File: src/rtl/intra_chroma8x8_modesel.sv
// Chroma 8x8 intra mode decision: DC / horizontal / vertical SAD evaluation,
// one row of eight absolute differences per cycle, best-mode selection and
// prediction block output.
module intra_chroma8x8_modesel (
    input  logic             clk,
    input  logic             reset,
    input  logic             start,
    input  logic [63:0][7:0] mb,
    input  logic [7:0][7:0]  toppixels,
    input  logic [7:0][7:0]  leftpixels,
    input  logic             top_avail,
    input  logic             left_avail,
    output logic             busy,
    output logic             done,
    output logic [1:0]       best_mode,
    output logic [13:0]      best_sad,
    output logic [63:0][7:0] pred
);

    localparam logic [1:0] S_IDLE   = 2'd0;
    localparam logic [1:0] S_DCCALC = 2'd1;
    localparam logic [1:0] S_EVAL   = 2'd2;
    localparam logic [1:0] S_DONE   = 2'd3;

    localparam logic [4:0] LAST_STEP = 5'd23;

    logic [1:0]             state_q, state_d;
    logic [4:0]             cnt_q;
    logic [63:0][7:0]       mb_q;
    logic [7:0][7:0]        top_q;
    logic [7:0][7:0]        left_q;
    logic                   tav_q, lav_q;
    logic [3:0][7:0]        dc_q, dc_d;      // index {qy, qx}
    logic [13:0]            sad_dc_q, sad_h_q, sad_v_q;
    logic                   done_q;
    logic [1:0]             mode_q;
    logic [13:0]            bsad_q;
    logic [63:0][7:0]       pred_q;

    logic [9:0]             t0, t1, l0, l1;
    logic [10:0]            row_sum;
    logic [1:0]             sel_mode;
    logic [13:0]            sel_sad;
    logic [63:0][7:0]       sel_pred;

    // (s + 2) >> 2 for a sum of four pixels
    function automatic logic [7:0] avg4(input logic [9:0] s);
        logic [10:0] t;
        t = {1'b0, s} + 11'd2;
        return t[9:2];
    endfunction

    // (a + b + 4) >> 3 for two sums of four pixels
    function automatic logic [7:0] avg8(input logic [9:0] a, input logic [9:0] b);
        logic [10:0] t;
        t = {1'b0, a} + {1'b0, b} + 11'd4;
        return t[10:3];
    endfunction

    // Diagonal quadrants use both neighbours when they can
    function automatic logic [7:0] dc_diag(input logic [9:0] t, input logic [9:0] l,
                                           input logic ta, input logic la);
        if (ta && la)  return avg8(t, l);
        else if (ta)   return avg4(t);
        else if (la)   return avg4(l);
        else           return 8'd128;
    endfunction

    // Off-diagonal quadrants use a single neighbour, preferred side first
    function automatic logic [7:0] dc_pref(input logic [9:0] first, input logic [9:0] second,
                                           input logic fa, input logic sa);
        if (fa)        return avg4(first);
        else if (sa)   return avg4(second);
        else           return 8'd128;
    endfunction

    assign busy      = (state_q != S_IDLE);
    assign done      = done_q;
    assign best_mode = mode_q;
    assign best_sad  = bsad_q;
    assign pred      = pred_q;

    // Next-state logic for the mode-decision sequencer
    always_comb begin
        state_d = state_q;
        case (state_q)
            S_IDLE:   if (start) state_d = S_DCCALC;
            S_DCCALC: state_d = S_EVAL;
            S_EVAL:   if (cnt_q == LAST_STEP) state_d = S_DONE;
            default:  state_d = S_IDLE;
        endcase
    end

    // Quadrant DC values from the latched neighbours
    always_comb begin
        t0 = {2'b0, top_q[0]} + {2'b0, top_q[1]} + {2'b0, top_q[2]} + {2'b0, top_q[3]};
        t1 = {2'b0, top_q[4]} + {2'b0, top_q[5]} + {2'b0, top_q[6]} + {2'b0, top_q[7]};
        l0 = {2'b0, left_q[0]} + {2'b0, left_q[1]} + {2'b0, left_q[2]} + {2'b0, left_q[3]};
        l1 = {2'b0, left_q[4]} + {2'b0, left_q[5]} + {2'b0, left_q[6]} + {2'b0, left_q[7]};
        dc_d[0] = dc_diag(t0, l0, tav_q, lav_q);   // qy=0, qx=0
        dc_d[1] = dc_pref(t1, l0, tav_q, lav_q);   // qy=0, qx=1: top preferred
        dc_d[2] = dc_pref(l1, t0, lav_q, tav_q);   // qy=1, qx=0: left preferred
        dc_d[3] = dc_diag(t1, l1, tav_q, lav_q);   // qy=1, qx=1
    end

    // SAD of the row selected by the step counter under the current mode
    always_comb begin
        logic [2:0] row;
        logic [2:0] xb;
        logic [7:0] p;
        logic [7:0] s;
        logic [7:0] ad;
        row     = cnt_q[2:0];
        row_sum = 11'd0;
        for (int x = 0; x < 8; x++) begin
            xb = 3'(x);
            case (cnt_q[4:3])
                2'd0:    p = dc_q[{row[2], xb[2]}];
                2'd1:    p = left_q[row];
                default: p = top_q[xb];
            endcase
            s  = mb_q[{row, xb}];
            ad = (s > p) ? (s - p) : (p - s);
            row_sum = row_sum + {3'b0, ad};
        end
    end

    // Lowest-cost candidate; strict compares let ties keep the lower mode
    always_comb begin
        logic [5:0] ib;
        sel_mode = 2'd0;
        sel_sad  = sad_dc_q;
        if (lav_q && (sad_h_q < sel_sad)) begin
            sel_mode = 2'd1;
            sel_sad  = sad_h_q;
        end
        if (tav_q && (sad_v_q < sel_sad)) begin
            sel_mode = 2'd2;
            sel_sad  = sad_v_q;
        end
        for (int i = 0; i < 64; i++) begin
            ib = 6'(i);
            case (sel_mode)
                2'd0:    sel_pred[i] = dc_q[{ib[5], ib[2]}];
                2'd1:    sel_pred[i] = left_q[ib[5:3]];
                default: sel_pred[i] = top_q[ib[2:0]];
            endcase
        end
    end

    // Sequencer state, input capture, DC registers, SAD accumulation, results
    always_ff @(posedge clk or negedge reset) begin
        if (!reset) begin
            state_q  <= S_IDLE;
            cnt_q    <= 5'd0;
            mb_q     <= '0;
            top_q    <= '0;
            left_q   <= '0;
            tav_q    <= 1'b0;
            lav_q    <= 1'b0;
            dc_q     <= '0;
            sad_dc_q <= 14'd0;
            sad_h_q  <= 14'd0;
            sad_v_q  <= 14'd0;
            done_q   <= 1'b0;
            mode_q   <= 2'd0;
            bsad_q   <= 14'd0;
            pred_q   <= '0;
        end else begin
            state_q <= state_d;
            done_q  <= (state_q == S_DONE);
            case (state_q)
                S_IDLE: begin
                    if (start) begin
                        mb_q     <= mb;
                        top_q    <= toppixels;
                        left_q   <= leftpixels;
                        tav_q    <= top_avail;
                        lav_q    <= left_avail;
                        cnt_q    <= 5'd0;
                        sad_dc_q <= 14'd0;
                        sad_h_q  <= 14'd0;
                        sad_v_q  <= 14'd0;
                    end
                end
                S_DCCALC: begin
                    dc_q <= dc_d;
                end
                S_EVAL: begin
                    cnt_q <= cnt_q + 5'd1;
                    case (cnt_q[4:3])
                        2'd0:    sad_dc_q <= sad_dc_q + {3'b0, row_sum};
                        2'd1:    sad_h_q  <= sad_h_q + {3'b0, row_sum};
                        default: sad_v_q  <= sad_v_q + {3'b0, row_sum};
                    endcase
                end
                default: begin
                    mode_q <= sel_mode;
                    bsad_q <= sel_sad;
                    pred_q <= sel_pred;
                end
            endcase
        end
    end

endmodule

File: config.mk
export PLATFORM = sky130hd
export DESIGN_NAME = intra_chroma8x8_modesel
export DESIGN_NICKNAME = d
export VERILOG_FILES = /design/src/rtl/intra_chroma8x8_modesel.sv
export SDC_FILE = /design/constraint.sdc
export NUM_CORES = 2
export LEC_CHECK = 0
export ABC_AREA = 1
export CORE_UTILIZATION = 29
export DETAILED_ROUTE_END_ITERATION = 8
export PLACE_DENSITY = 0.51
export SLEW_MARGIN = 15
export SYNTH_ARGS = -nofsm -noshare
export SYNTH_HDL_FRONTEND = slang
export SYNTH_SLANG_ARGS = --single-unit
File: constraint.sdc
create_clock -name clk -period 9.6 [get_ports clk]
set_clock_uncertainty 0.2 [all_clocks]
set_input_delay 1.92 -clock clk [delete_from_list [all_inputs] [get_ports clk]]
set_output_delay 1.92 -clock clk [all_outputs]
set_load 0.03 [all_outputs]
**Word-level counts from Yosys, hierarchy flattened**

Index checks and enable logic that the tools add are counted.

- Register bits: 1252
- Input port bits: 645
- Output and inout bits: 530
- Word-level logic and storage cells: 380

- Add/subtract/negate cells: 47
- $lt $le $gt $ge: 21
- Eq/ne operators: 11
- Mux-type cells: 127
- Reductions and logical operators: 16

Operators by type and width:

| cell | count |
|---|---|
| $pmux 8 s2 | 72 |
| $mux 8 | 30 |
| $bmux 8 s3 | 9 |
| $sub 8x8->8 | 16 |
| $mux 14 | 6 |
| $pmux 14 s2 | 3 |
| $gt 8x8->1 | 8 |
| $lt 6x7->1 const B | 8 |
| $add 9x8->10 | 5 |
| $add 8x8->9 | 5 |
| $add 11x8->11 | 4 |
| $add 14x11->14 | 3 |
| $add 10x2->10 const B | 4 |
| $add 10x8->10 | 4 |
| $lt 14x14->1 | 2 |
| $add 10x10->11 | 2 |
| $add 11x3->11 const B | 2 |
| $add 10x8->11 | 1 |
| $ne 2x2->1 const B | 5 |
| $pmux 5 s2 | 1 |
| $reduce_and 3->1 | 3 |
| $eq 2x1->1 const B | 3 |
| $logic_not 2->1 | 3 |
| $lt 2x3->1 const B | 2 |
| other kinds (13) | 21 |

**Longest topological paths before layout**

- Depth after elaboration: 15
- Depth in mapped cells: 49
- Depth with buffers taken out: 47

**Worst setup path after synthesis**

OpenSTA, ideal clock, no wires.

- Path type: register to register
- From: register cnt_q[0]
- To: register sad_h_q[13]
- Library setup time: 0.123 ns
- Data arrival time: 8.468 ns
- Required time: 9.277 ns
- Path slack: 0.809 ns
- Stages on the path, launching flop included: 43
- Buffers on the path: 5
- Cell sequence: dfrtp_1 -> buf_2 -> inv_1 -> clkbuf_1 -> clkbuf_1 -> buf_1 -> nor2_1 -> o22ai_1 -> inv_1 -> o21ai_0 -> inv_1 -> ha_1 -> clkbuf_1 -> nand2_1 -> nand2_1 -> nor2_1 -> o21ai_0 -> a21oi_1 -> [... 7 more ...] -> fa_1 -> fa_1 -> ha_1 -> inv_1 -> fa_1 -> o21ai_0 -> a21oi_1 -> o21ai_0 -> xnor2_1 -> inv_1 -> ha_1 -> nand2_1 -> o311ai_0 -> nand3_1 -> inv_1 -> nand2_1 -> o21ai_0 -> a21oi_1

- Word-level cells in the longest chain between the ends: 15
- Elaborated cells between the ends (all ways): 68
- Those cells by class: 24 x add/sub; 8 x order compare; 36 x mux

Ends and longest elaborated chain:

| item | line | RTL |
|---|---|---|
| from (decl) | 28 | `logic [4:0] cnt_q;` |
| from (signal assigned) | 190 | `cnt_q <= cnt_q + 5'd1;` |
| $bmux 8 s3 | 119 | `2'd1: p = left_q[row];` |
| $mux 8 (not written as such) | 119 |  |
| $pmux 8 s2 | 117 | `case (cnt_q[4:3])` |
| $sub 8x8->8 or $gt 8x8->1 (tied branches) | 123 | `ad = (s > p) ? (s - p) : (p - s);` |
| $mux 8 | 123 |  |
| $add 8x8->9 | 124 | `row_sum = row_sum + {3'b0, ad};` |
| $add 9x8->10 | 124 |  |
| $add 10x8->11 | 124 |  |
| $add 11x8->11 (3 in series) | 124 |  |
| $add 11x8->11 (*) | 124 |  |
| $add 14x11->14 (*) | 193 | `2'd1: sad_h_q <= sad_h_q + {3'b0, row_sum};` |
| $mux 14 (*) | 191 | `case (cnt_q[4:3])` |
| $pmux 14 s2 (*) | 172 | `case (state_q)` |
| to (signal assigned) | 193 |  |
| to (decl) | 34 | `logic [13:0] sad_dc_q, sad_h_q, sad_v_q;` |

Mark *: on every way between the ends. The rest lies on a longest branch, timed or not. The select of a mux whose other input is x is not followed.
A chain may end at the register's enable or synchronous reset.

**Final worst setup path**

- From: register cnt_q[0]
- To: register sad_v_q[12]

- Word-level cells in the longest chain between the ends: 15
- Elaborated cells between the ends (all ways): 68
- Those cells by class: 24 x add/sub; 8 x order compare; 36 x mux

Ends and longest elaborated chain:

| item | line | RTL |
|---|---|---|
| $bmux 8 s3 | 119 |  |
| $mux 8 (not written as such) | 119 |  |
| $pmux 8 s2 | 117 |  |
| $sub 8x8->8 or $gt 8x8->1 (tied branches) | 123 |  |
| $mux 8 | 123 |  |
| $add 8x8->9 | 124 |  |
| $add 9x8->10 | 124 |  |
| $add 10x8->11 | 124 |  |
| $add 11x8->11 (3 in series) | 124 |  |
| $add 11x8->11 (*) | 124 |  |
| $add 14x11->14 (*) | 194 | `default: sad_v_q <= sad_v_q + {3'b0, row_sum};` |
| $mux 14 (*) | 191 |  |
| $pmux 14 s2 (*) | 172 |  |
| to (signal assigned) | 194 |  |
| to (decl) | 34 |  |

Marked as above.

==> impl_results.md <==
* Post-Synth Simple-Gate Area at 28.0%
* Share of cells above drive strength 1 at 7.61%
* R2R Path End: sad_v_q[12]
* Synth Area in XOR/XNOR at 1.14%
* Worst rel slew slack at 23.3%
* Top cell by count, worst path: nand2_1
* Antenna violations before repair at 41
* Ports at 1175
* Num rows at 175
* Grt ovf at 0
* Clock root cell: clkbuf_16
* Area of the core at 228000 um2
* # DRC at 0
* Area of the multi-input gates at 32400 um2
* Mux contribution to synthesized area at 0.480%
* Post-synth top area share at 46.9%
* Outcome: complete, no violations
* Hold Fails Final Rpt at 0
* Vias in the first global route at 63700
* # setup viols final at 0
* Synth top area cells: dfrtp_1 (47%), nand2_1 (15%), nor2_1 (11%)
* Arr. time, crit path at 9.72 ns
* Clock buffer count from CTS at 154
* Die W at 482 um
* Routed WL at 338 mm
* Cells after Synth at 8627
* Syn Area/Cell at 7.74 um2
* Largest area contributor in the netlist: dfrtp_1
* Ys Warns at 0
* Seq/Total Area, Yosys at 46.9%
* Worst slew pin tran at 1.15 ns
* Synth cell types at 52
* Critical Path Slowest Stage Cell: dfrtp_4
* Final Max Slew Viols at 0
* Clock sink count at 1252
* Global-route usage over all layers at 28.3%
* R2R depth at 44
* CP endpoint: sad_v_q[12]
* CTS HTree Levels at 4
* DRT iter0 DRCs at 5660
* DR vias/cell at 4.94
* Initial core utilization at 29.3%
* Avg WL per Cell at 25.9 um
* Fill cells at 23700
* Net count, final at 11000
* Inst Count DP at 12700
* Storage element area at 31300 um2
* Antenna-violating nets left at 0
* Final Critical Period at 9.24 ns
* CP required at 10.08 ns
* Syn_nets at 9678
* Finished Layout Cells at 13100
* MaxCap Viol Count at 0
* Reg clk slew, reported paths at 0.06 ns
* Compound-Gate Fraction of Synth Area at 9.18%
* Worst r2r src: cnt_q[0]
* Vias post-DR at 64500
* Post-DP HPWL at 264 mm
* F_max at 108 MHz
* Worst R2R Setup Slack at 0.36 ns
* Clock Tree Buf Depth at 3
* Post-Synth Adder-Cell Area at 9.07%
* Worst hold path stage count at 2
* WS Path Type: reg2reg
* Worst skew pair latency at 0.87 ns
* Critical Path End Type: flop
* Crit start category: flop
* First drt pass iteration count at 6
* TritonCTS clock tree: yes
* Main combinational cell family by area after synthesis: simple AND/OR/NAND/NOR gates
* Critical path startpoint: cnt_q[0]
* IO Port Bufs at 1174
* Final Cell Area at 89800 um2
* Largest net degree at the start of global routing at 203
* Hold/Removal Path Class: reg2reg
* Setup TNS at 0 ns
* Die height at 482 um
* Total die area at 232000 um2
* Dpl cell area at 83700 um2
* Flops & latches, synth at 1252
* Worst path max stage delay at 0.60 ns
* Synth-to-Final Area Change at 34.5%
* Crit-path max FO at 18
* Final period util at 96.3%
* GPL Wtd Cong at 0.928
* Global-route wire length before repair at 469 mm
* Post-Synthesis Cell Area at 66700 um2
[cell type report]
| type | instances | area share (%) |
|---|---|---|
| tap | 3009 | 4.19 |
| inverter | 525 | 2.23 |
| sequential | 1252 | 34.9 |
| antenna | 15 | 0.0418 |
| multi-input combinational | 6462 | 36.1 |
| clock inverter | 50 | 0.891 |
| timing repair buffer | 1518 | 16.6 |
| timing repair inverter | 2 | 0.0279 |
| clock buffer | 232 | 4.99 |
[cells in the mapped netlist (all sizes together)]
cell type,n
inv,522
xnor2,19
mux2i,14
fa,130
nand4,17
or2,13
a221oi,4
a211oi,6
nand2b,1
a22oi,1
o21bai,5
o21ai,608
a21boi,3
or4,1
o21a,1
o31ai,3
a31oi,22
a32o,12
o311ai,4
o211ai,8
a21o,6
nor3,20
nand3b,5
o221ai,24
clkinv,3
nand2,2631
nor4,4
a21oi,240
nor2,1964
o22a,2
clkbuf,340
a22o,1
buf,48
nand3,194
ha,276
o2111ai,1
xor2,68
mux2,16
o22ai,135
dfrtp,1252
o31a,3
[metrics by stage]
stage	hold WS, ns	setup slack, ns	utilization (%)
3_5_place_dp	0.260	-0.114	36.7
3_3_place_gp	0.257	-0.220	36.7
2_1_floorplan	0.244	0.809	-
4_1_cts	0.276	0.0202	39.0
5_1_grt	0.287	-0.0257	39.3
6_report	0.274	0.355	39.4
[how the worst min path moves through the flow]
stage                   start        end  slack, ns
global placement    mb_q[442]  mb_q[442]       0.26
CTS                 mb_q[422]  mb_q[422]       0.28
detailed placement  mb_q[422]  mb_q[422]       0.26
finish              mb_q[422]  mb_q[422]       0.27
floorplan           mb_q[103]  mb_q[103]       0.24
global route        mb_q[330]  mb_q[330]       0.29
[placed cells by master, fill, tap and decap left out, types with 159 or more instances in the layout]
master / count
a21oi_1: 234
buf_4: 299
clkbuf_16: 159
clkdlybuf4s50_1: 1173
dfrtp_1: 1249
ha_1: 271
inv_1: 511
nand2_1: 2591
nand3_1: 192
nor2_1: 1959
o21ai_0: 528
[timing repair]
| item | CTS | global route |
|---|---|---|
| gates cloned | 1 | 7 |
| endpoints found under the setup margin | 11 | 20 |
| pin swaps | 0 | 28 |
| hold buffers | 0 | 0 |
| resized for setup | 23 | 147 |
| buffers inserted | 0 | 13 |
[worst max-delay path: cells and delay by family, from the launching register on]
family          cells  cell delay [ns]
fa+ha+maj           7             3.15
buf+inv            13             1.65
compound gates      9             1.62
simple gates       12             1.08
flops               1             0.60
xor+xnor            2             0.44
mux                 1             0.21
[cells by family (layout without fill, tap and decap cells)]
kind of cell,Yosys count,after routing
simple gates,4850,4850
flops,1252,1252
compound gates,1089,1089
buf+inv,913,2327
fa+ha+maj,406,406
xor+xnor,87,87
mux,30,30
other cells,0,15
[routing by layer]
layer | part of all wire (%) | GRT usage (%) | vias to the layer above
met4 | 4.3 | 11.4 | 24
met1 | 41 | 35.5 | 31500
li1 | - | - | 29900
met2 | 48 | 48.1 | 2566
met3 | 6.2 | 4.62 | 517
met5 | 0.044 | 0 | -
[flip-flops by register name (all words and copies together), names as in the netlist]
register / flops
state_q: 2
mb_q: 512
sad_h_q: 14
tav_q: 1
sad_v_q: 14
best_sad: 14
lav_q: 1
top_q: 64
pred: 512
cnt_q: 5
dc_q: 32
best_mode: 2
left_q: 64
sad_dc_q: 14
done: 1
Power is not shown: default switching activity piles up to over one toggle a cycle in this logic, so the estimate is an artifact.
